[src/rtl/ps2_scancode_decoder.sv]
// Assembles PS/2 set-2 scan-code bytes into make/break key events (E0-extended, E1 pause skipped)
// and queues them in a first-word-fall-through FIFO with an optional typematic-repeat filter.
module ps2_scancode_decoder #(
  parameter int DEPTH          = 8,
  parameter int TIMEOUT_CYCLES = 2_500_000,
  parameter bit FILTER_REPEAT  = 1'b1
) (
  input  logic                    inclock,
  input  logic                    reset,
  input  logic [7:0]              ps2_key_data,
  input  logic                    ps2_key_pressed,
  input  logic                    evt_rd,
  output logic [9:0]              evt_data,
  output logic                    evt_valid,
  output logic [$clog2(DEPTH):0]  evt_count,
  output logic                    overflow
);

  localparam int PW = $clog2(DEPTH);
  localparam int CW = PW + 1;
  localparam int TW = $clog2(TIMEOUT_CYCLES + 1);
  localparam logic [TW-1:0] TMO_LAST = TW'(TIMEOUT_CYCLES - 1);
  localparam logic [CW-1:0] FULL_CNT = CW'(DEPTH);

  localparam logic [2:0] ST_IDLE   = 3'd0;
  localparam logic [2:0] ST_EXT    = 3'd1;
  localparam logic [2:0] ST_BRK    = 3'd2;
  localparam logic [2:0] ST_EXTBRK = 3'd3;
  localparam logic [2:0] ST_SKIP   = 3'd4;

  // Keyboard acknowledge / self-test / error bytes that never start a key sequence.
  function automatic logic is_discard(input logic [7:0] b);
    return (b == 8'hFA) || (b == 8'hAA) || (b == 8'hEE) ||
           (b == 8'hFE) || (b == 8'h00) || (b == 8'hFF);
  endfunction

  function automatic logic [CW-1:0] count_next(input logic [CW-1:0] c,
                                               input logic wr, input logic rd);
    case ({wr, rd})
      2'b10:   return c + CW'(1);
      2'b01:   return c - CW'(1);
      default: return c;
    endcase
  endfunction

  logic [2:0]    state, state_nxt;
  logic [2:0]    skip_cnt, skip_nxt;
  logic [TW-1:0] timer;
  logic          timeout;
  logic          emit, emit_ext, emit_rel;
  logic [8:0]    held_key;
  logic          held_vld;
  logic [8:0]    evt_key;
  logic          key_match, drop, push;

  logic [9:0]    mem [DEPTH];
  logic [PW-1:0] wr_ptr, rd_ptr;
  logic [CW-1:0] count;
  logic          full, do_pop, do_push;

  assign timeout = !ps2_key_pressed && (state != ST_IDLE) && (timer == TMO_LAST);

  always_comb begin
    state_nxt = state;
    skip_nxt  = skip_cnt;
    emit      = 1'b0;
    emit_ext  = 1'b0;
    emit_rel  = 1'b0;
    if (ps2_key_pressed) begin
      case (state)
        ST_IDLE: begin
          if (ps2_key_data == 8'hE0)      state_nxt = ST_EXT;
          else if (ps2_key_data == 8'hF0) state_nxt = ST_BRK;
          else if (ps2_key_data == 8'hE1) begin
            state_nxt = ST_SKIP;
            skip_nxt  = 3'd7;
          end else if (!is_discard(ps2_key_data)) emit = 1'b1;
        end
        ST_EXT: begin
          if (ps2_key_data == 8'hF0) state_nxt = ST_EXTBRK;
          else if (ps2_key_data != 8'hE0 && ps2_key_data != 8'hE1) begin
            emit      = 1'b1;
            emit_ext  = 1'b1;
            state_nxt = ST_IDLE;
          end
        end
        ST_BRK: begin
          emit      = 1'b1;
          emit_rel  = 1'b1;
          state_nxt = ST_IDLE;
        end
        ST_EXTBRK: begin
          emit      = 1'b1;
          emit_ext  = 1'b1;
          emit_rel  = 1'b1;
          state_nxt = ST_IDLE;
        end
        ST_SKIP: begin
          skip_nxt = skip_cnt - 3'd1;
          if (skip_cnt == 3'd1) state_nxt = ST_IDLE;
        end
        default: state_nxt = ST_IDLE;
      endcase
    end else if (timeout) begin
      state_nxt = ST_IDLE;
    end
  end

  // Repeat filter: a make matching the held key is typematic repeat and is suppressed.
  assign evt_key   = {emit_ext, ps2_key_data};
  assign key_match = held_vld && (held_key == evt_key);
  assign drop      = FILTER_REPEAT && !emit_rel && key_match;
  assign push      = emit && !drop;

  assign full    = (count == FULL_CNT);
  assign do_pop  = evt_rd && (count != '0);
  assign do_push = push && (!full || do_pop);

  always_ff @(posedge inclock) begin
    if (reset) begin
      state    <= ST_IDLE;
      skip_cnt <= '0;
      timer    <= '0;
      held_key <= '0;
      held_vld <= 1'b0;
    end else begin
      state    <= state_nxt;
      skip_cnt <= skip_nxt;
      if (ps2_key_pressed || state == ST_IDLE || timeout) timer <= '0;
      else                                                timer <= timer + TW'(1);
      if (FILTER_REPEAT && emit) begin
        if (!emit_rel && !key_match) begin
          held_key <= evt_key;
          held_vld <= 1'b1;
        end else if (emit_rel && key_match) begin
          held_vld <= 1'b0;
        end
      end
    end
  end

  // FIFO: storage is data-only, pointers/count/overflow are control.
  always_ff @(posedge inclock) begin
    if (do_push) mem[wr_ptr] <= {evt_key, emit_rel} == '0 ? '0 : {emit_ext, emit_rel, ps2_key_data};
  end

  always_ff @(posedge inclock) begin
    if (reset) begin
      wr_ptr   <= '0;
      rd_ptr   <= '0;
      count    <= '0;
      overflow <= 1'b0;
    end else begin
      if (do_push) wr_ptr <= wr_ptr + PW'(1);
      if (do_pop)  rd_ptr <= rd_ptr + PW'(1);
      count <= count_next(count, do_push, do_pop);
      if (push && full && !do_pop) overflow <= 1'b1;
    end
  end

  assign evt_valid = (count != '0);
  assign evt_count = count;
  assign evt_data  = evt_valid ? mem[rd_ptr] : 10'd0;

endmodule
[config.mk]
export PLATFORM = sky130hd
export DESIGN_NAME = ps2_scancode_decoder
export DESIGN_NICKNAME = d
export VERILOG_FILES = /design/src/rtl/ps2_scancode_decoder.sv
export SDC_FILE = /design/constraint.sdc
export NUM_CORES = 1
export LEC_CHECK = 0
export BUFFER_PORTS_ARGS = -buffer_cell sky130_fd_sc_hd__buf_4
export CAP_MARGIN = 20
export CORE_ASPECT_RATIO = 1.4
export CORE_MARGIN = 4
export CORE_UTILIZATION = 55
export CTS_CLUSTER_SIZE = 20
export DETAILED_ROUTE_END_ITERATION = 8
export PLACE_DENSITY = 0.72
export SLEW_MARGIN = 10
export SYNTH_ARGS = -nofsm -noshare
export SYNTH_HDL_FRONTEND = slang
export SYNTH_SLANG_ARGS = --single-unit
[constraint.sdc]
create_clock -name inclock -period 4.2 [get_ports inclock]
set_clock_uncertainty 0.05 [all_clocks]
set_input_delay 0.84 -clock inclock [delete_from_list [all_inputs] [get_ports inclock]]
set_output_delay 0.84 -clock inclock [all_outputs]
set_load 0.05 [all_outputs]
==> flow_metrics.tcl <==
set metrics [dict create \
    final_max_slew_viol_count 0 \
    slowest_delay_ns 0.51 \
    r2r_end "evt_count[3]" \
    port_buffers 27 \
    rrSetupSlack_ns 0.79 \
    dr.pass1.iters 6 \
    areaGrowthSynthToFinish_pct 19.0 \
    min_path_type "reg -> reg" \
    via_per_inst 5.62 \
    synth_top_area_cell "edfxtp_1" \
    cts_tree "done" \
    antenna_found_initial 0 \
    fmax_ghz 0.266 \
    cts.sinks 132 \
    postCtsHoldBufs 0 \
    htree_levels 4 \
    synth_edf_count 80 \
    max-cap-violations 0 \
    post-cts-setup-buffers 0 \
    grt-ovfl-total 0 \
    die_h_um 129 \
    setup_viol 0 \
    relSlewSlack_pct 32.0 \
    p_leak_nw 2.44 \
    drt_iter0_drc 236 \
    core_um2 10300 \
    finalCritPeriodShare_pct 89.6 \
    synth.avg_cell_area_um2 12.9 \
    postSynth.asyncResetShare_pct 0 \
    dp_hpwl_um 7340 \
    crit_path_start_kind "primary input" \
    p_per_area_nw_per_um2 626 \
    antenna_cells 0 \
    post_drt_wl_per_cell_um 17.6 \
    finalHoldViolCount 0 \
    critPathSlowestCell "or4b_1" \
    hp-start "timer[0]" \
    ys_warn_count 0 \
    ys.flop_type "edfxtp_1" \
    cp_data_required_time_ns 4.50 \
    syn_area_um2 5770 \
    cts_root_buf "clkbuf_16" \
    tns_ns 0 \
    fp.dieW_um 94.6 \
    io_pins 28 \
    nets 507 \
    ant_nets 0 \
    cp_data_arrival_time_ns 4.06 \
    ys_top_cells_by_count "edfxtp_1 (80), nor2_1 (62), dfxtp_1 (52)" \
    clock_path_buffers 2 \
    gp_congestion 0.842 \
    clk_pin_slew_ns 0.06 \
    yosysMostFrequentCell "edfxtp_1" \
    r2r_cells 14 \
    yosysUniqueCellTypes 57 \
    cts.repair.resized 0 \
    critical_path.endpoint_type "flip-flop" \
    drive_gt1_share_pct 22.1 \
    grt_setup_unrepaired "false" \
    ir_drop_uv 401 \
    yosys-top-cells-area "edfxtp_1 (42%), dfxtp_1 (18%), mux4_2 (7.8%)" \
    drt-total-wl_um 11200 \
    die-area_um2 12200 \
    numCtsBuffers 17 \
    path_cells "buf_4, nand4b_1, nor3_1, a21oi_1, and2_1, xnor2_1, and4_1, ha_1, nor3_1, nand2b_4, clkinv_2, ha_1, a21o_1, a21oi_1, or4b_1, nand4_1" \
    stdcell_count 636 \
    drc_errors 0 \
    first_global_vias 3671 \
    dp.cells 604 \
    worstSetupPathType "in -> reg" \
    whs_endpoint "timer[0]" \
    synth_seq_cells 132 \
    fillers 739 \
    r2r_start "state[2]" \
    insertion_delay_ns 0.41 \
    start_util_pct 56.0 \
    grt_max_degree 33 \
    min_path_cells 1 \
    synth_fp_nets 470 \
    grt_usage_pct 20.3 \
    crit_fanout 10 \
    period_minus_slack_ns 3.76 \
    via_count 3575 \
    worst_pin_slew_ns 1.02 \
    rows 44 \
    yosysTopAreaCellShare_pct 41.6 \
    syn_inst 448 \
    synth-seq-area-share_pct 59.7 \
    outcome "complete, no violations" \
    grt_pass1_wl_um 18600 \
]
-- stage by stage --
| stage | utilization [%] | hold WS, ns | total power, W | setup WS, ns | instance area, um^2 |
|---|---|---|---|---|---|
| floorplan | - | 0.376 | 0.00233 | 0.120 | 5780 |
| global placement | 60.0 | 0.392 | 0.00261 | 0.237 | 6180 |
| detailed placement | 60.0 | 0.401 | 0.00263 | 0.0755 | 6180 |
| CTS | 66.7 | 0.420 | 0.00434 | 0.465 | 6860 |
| global route | 66.7 | 0.454 | 0.00447 | 0.200 | 6860 |
| finish | 66.7 | 0.416 | 0.00429 | 0.438 | 6860 |
-- final cells by class --
type                       count  area (um^2)  area share [%]
multi-input combinational    273         2150            31.4
timing repair buffer          48          360            5.25
inverter                      13         50.0           0.729
clock inverter                14          255            3.72
clock buffer                  18          429            6.25
sequential                   132         3440            50.2
tap                          138          173            2.52
-- sequential cells by signal, indices dropped and copies added (netlist names), named ones only --
register	count
held_vld	1
rd_ptr	3
skip_cnt	3
wr_ptr	3
held_key	9
evt_count	4
timer	22
overflow	1
state	3
mem	80
-- worst max-delay path by stage --
| stage | start | cells past startpoint | slack [ns] | to |
|---|---|---|---|---|
| 2_1_floorplan | ps2_key_data[2] | 11 | 0.12 | mem[2][0] |
| 3_3_place_gp | ps2_key_data[2] | 16 | 0.24 | evt_count[3] |
| 3_5_place_dp | ps2_key_data[2] | 16 | 0.08 | evt_count[3] |
| 4_1_cts | ps2_key_data[2] | 16 | 0.47 | evt_count[3] |
| 5_1_grt | ps2_key_data[5] | 16 | 0.20 | evt_count[3] |
| 6_report | ps2_key_data[2] | 16 | 0.44 | evt_count[3] |
-- layout by cell type (no fill, tap or decap), types with 4 or more instances in the layout --
| cell type | n |
|---|---|
| dfxtp_1 | 52 |
| nand3_1 | 13 |
| and3_1 | 8 |
| bufinv_16 | 7 |
| nor2_1 | 62 |
| xor2_1 | 20 |
| nor3_1 | 10 |
| a211oi_1 | 4 |
| clkbuf_16 | 17 |
| inv_1 | 12 |
| xnor2_1 | 13 |
| edfxtp_1 | 80 |
| mux4_2 | 20 |
| nor4_1 | 4 |
| a21oi_1 | 10 |
| nand2b_1 | 4 |
| ha_1 | 9 |
| mux2i_1 | 22 |
| buf_4 | 48 |
| nand2_1 | 17 |
| nand4_1 | 10 |
-- per-layer routing --
layer	GRT usage, %	part of all wire (%)	vias up
met1	23.7	40	1770
met3	5.40	3.5	19
li1	-	-	1717
met5	0	0	-
met2	35.8	54	69
met4	7.22	2.2	0
-- worst max-delay path, delay by kind of cell --
| family | cells | cell delay (ns) |
|---|---|---|
| and+or+nand+nor | 8 | 1.96 |
| adders and majority gates | 2 | 0.51 |
| AOI/OAI and AO/OA | 3 | 0.37 |
| buffers and inverters | 2 | 0.25 |
| xor gates and xnor gates | 1 | 0.14 |
-- cells by family after synthesis --
family	after synthesis	synth area share (%)
compound gates	30	3.73
xor+xnor	33	5.01
fa+ha+maj	10	2.30
buf+inv	43	3.15
flops	132	59.7
mux	43	11.8
simple gates	157	14.3
-- where the power goes --
group	internal [W]	switching [W]	leakage (nW)
registers	0.00144	0.0000708	1.17
logic	0.000411	0.000668	0.951
clock network	0.00117	0.000534	0.326
No activity file was read; power rests on OpenSTA's default activity.
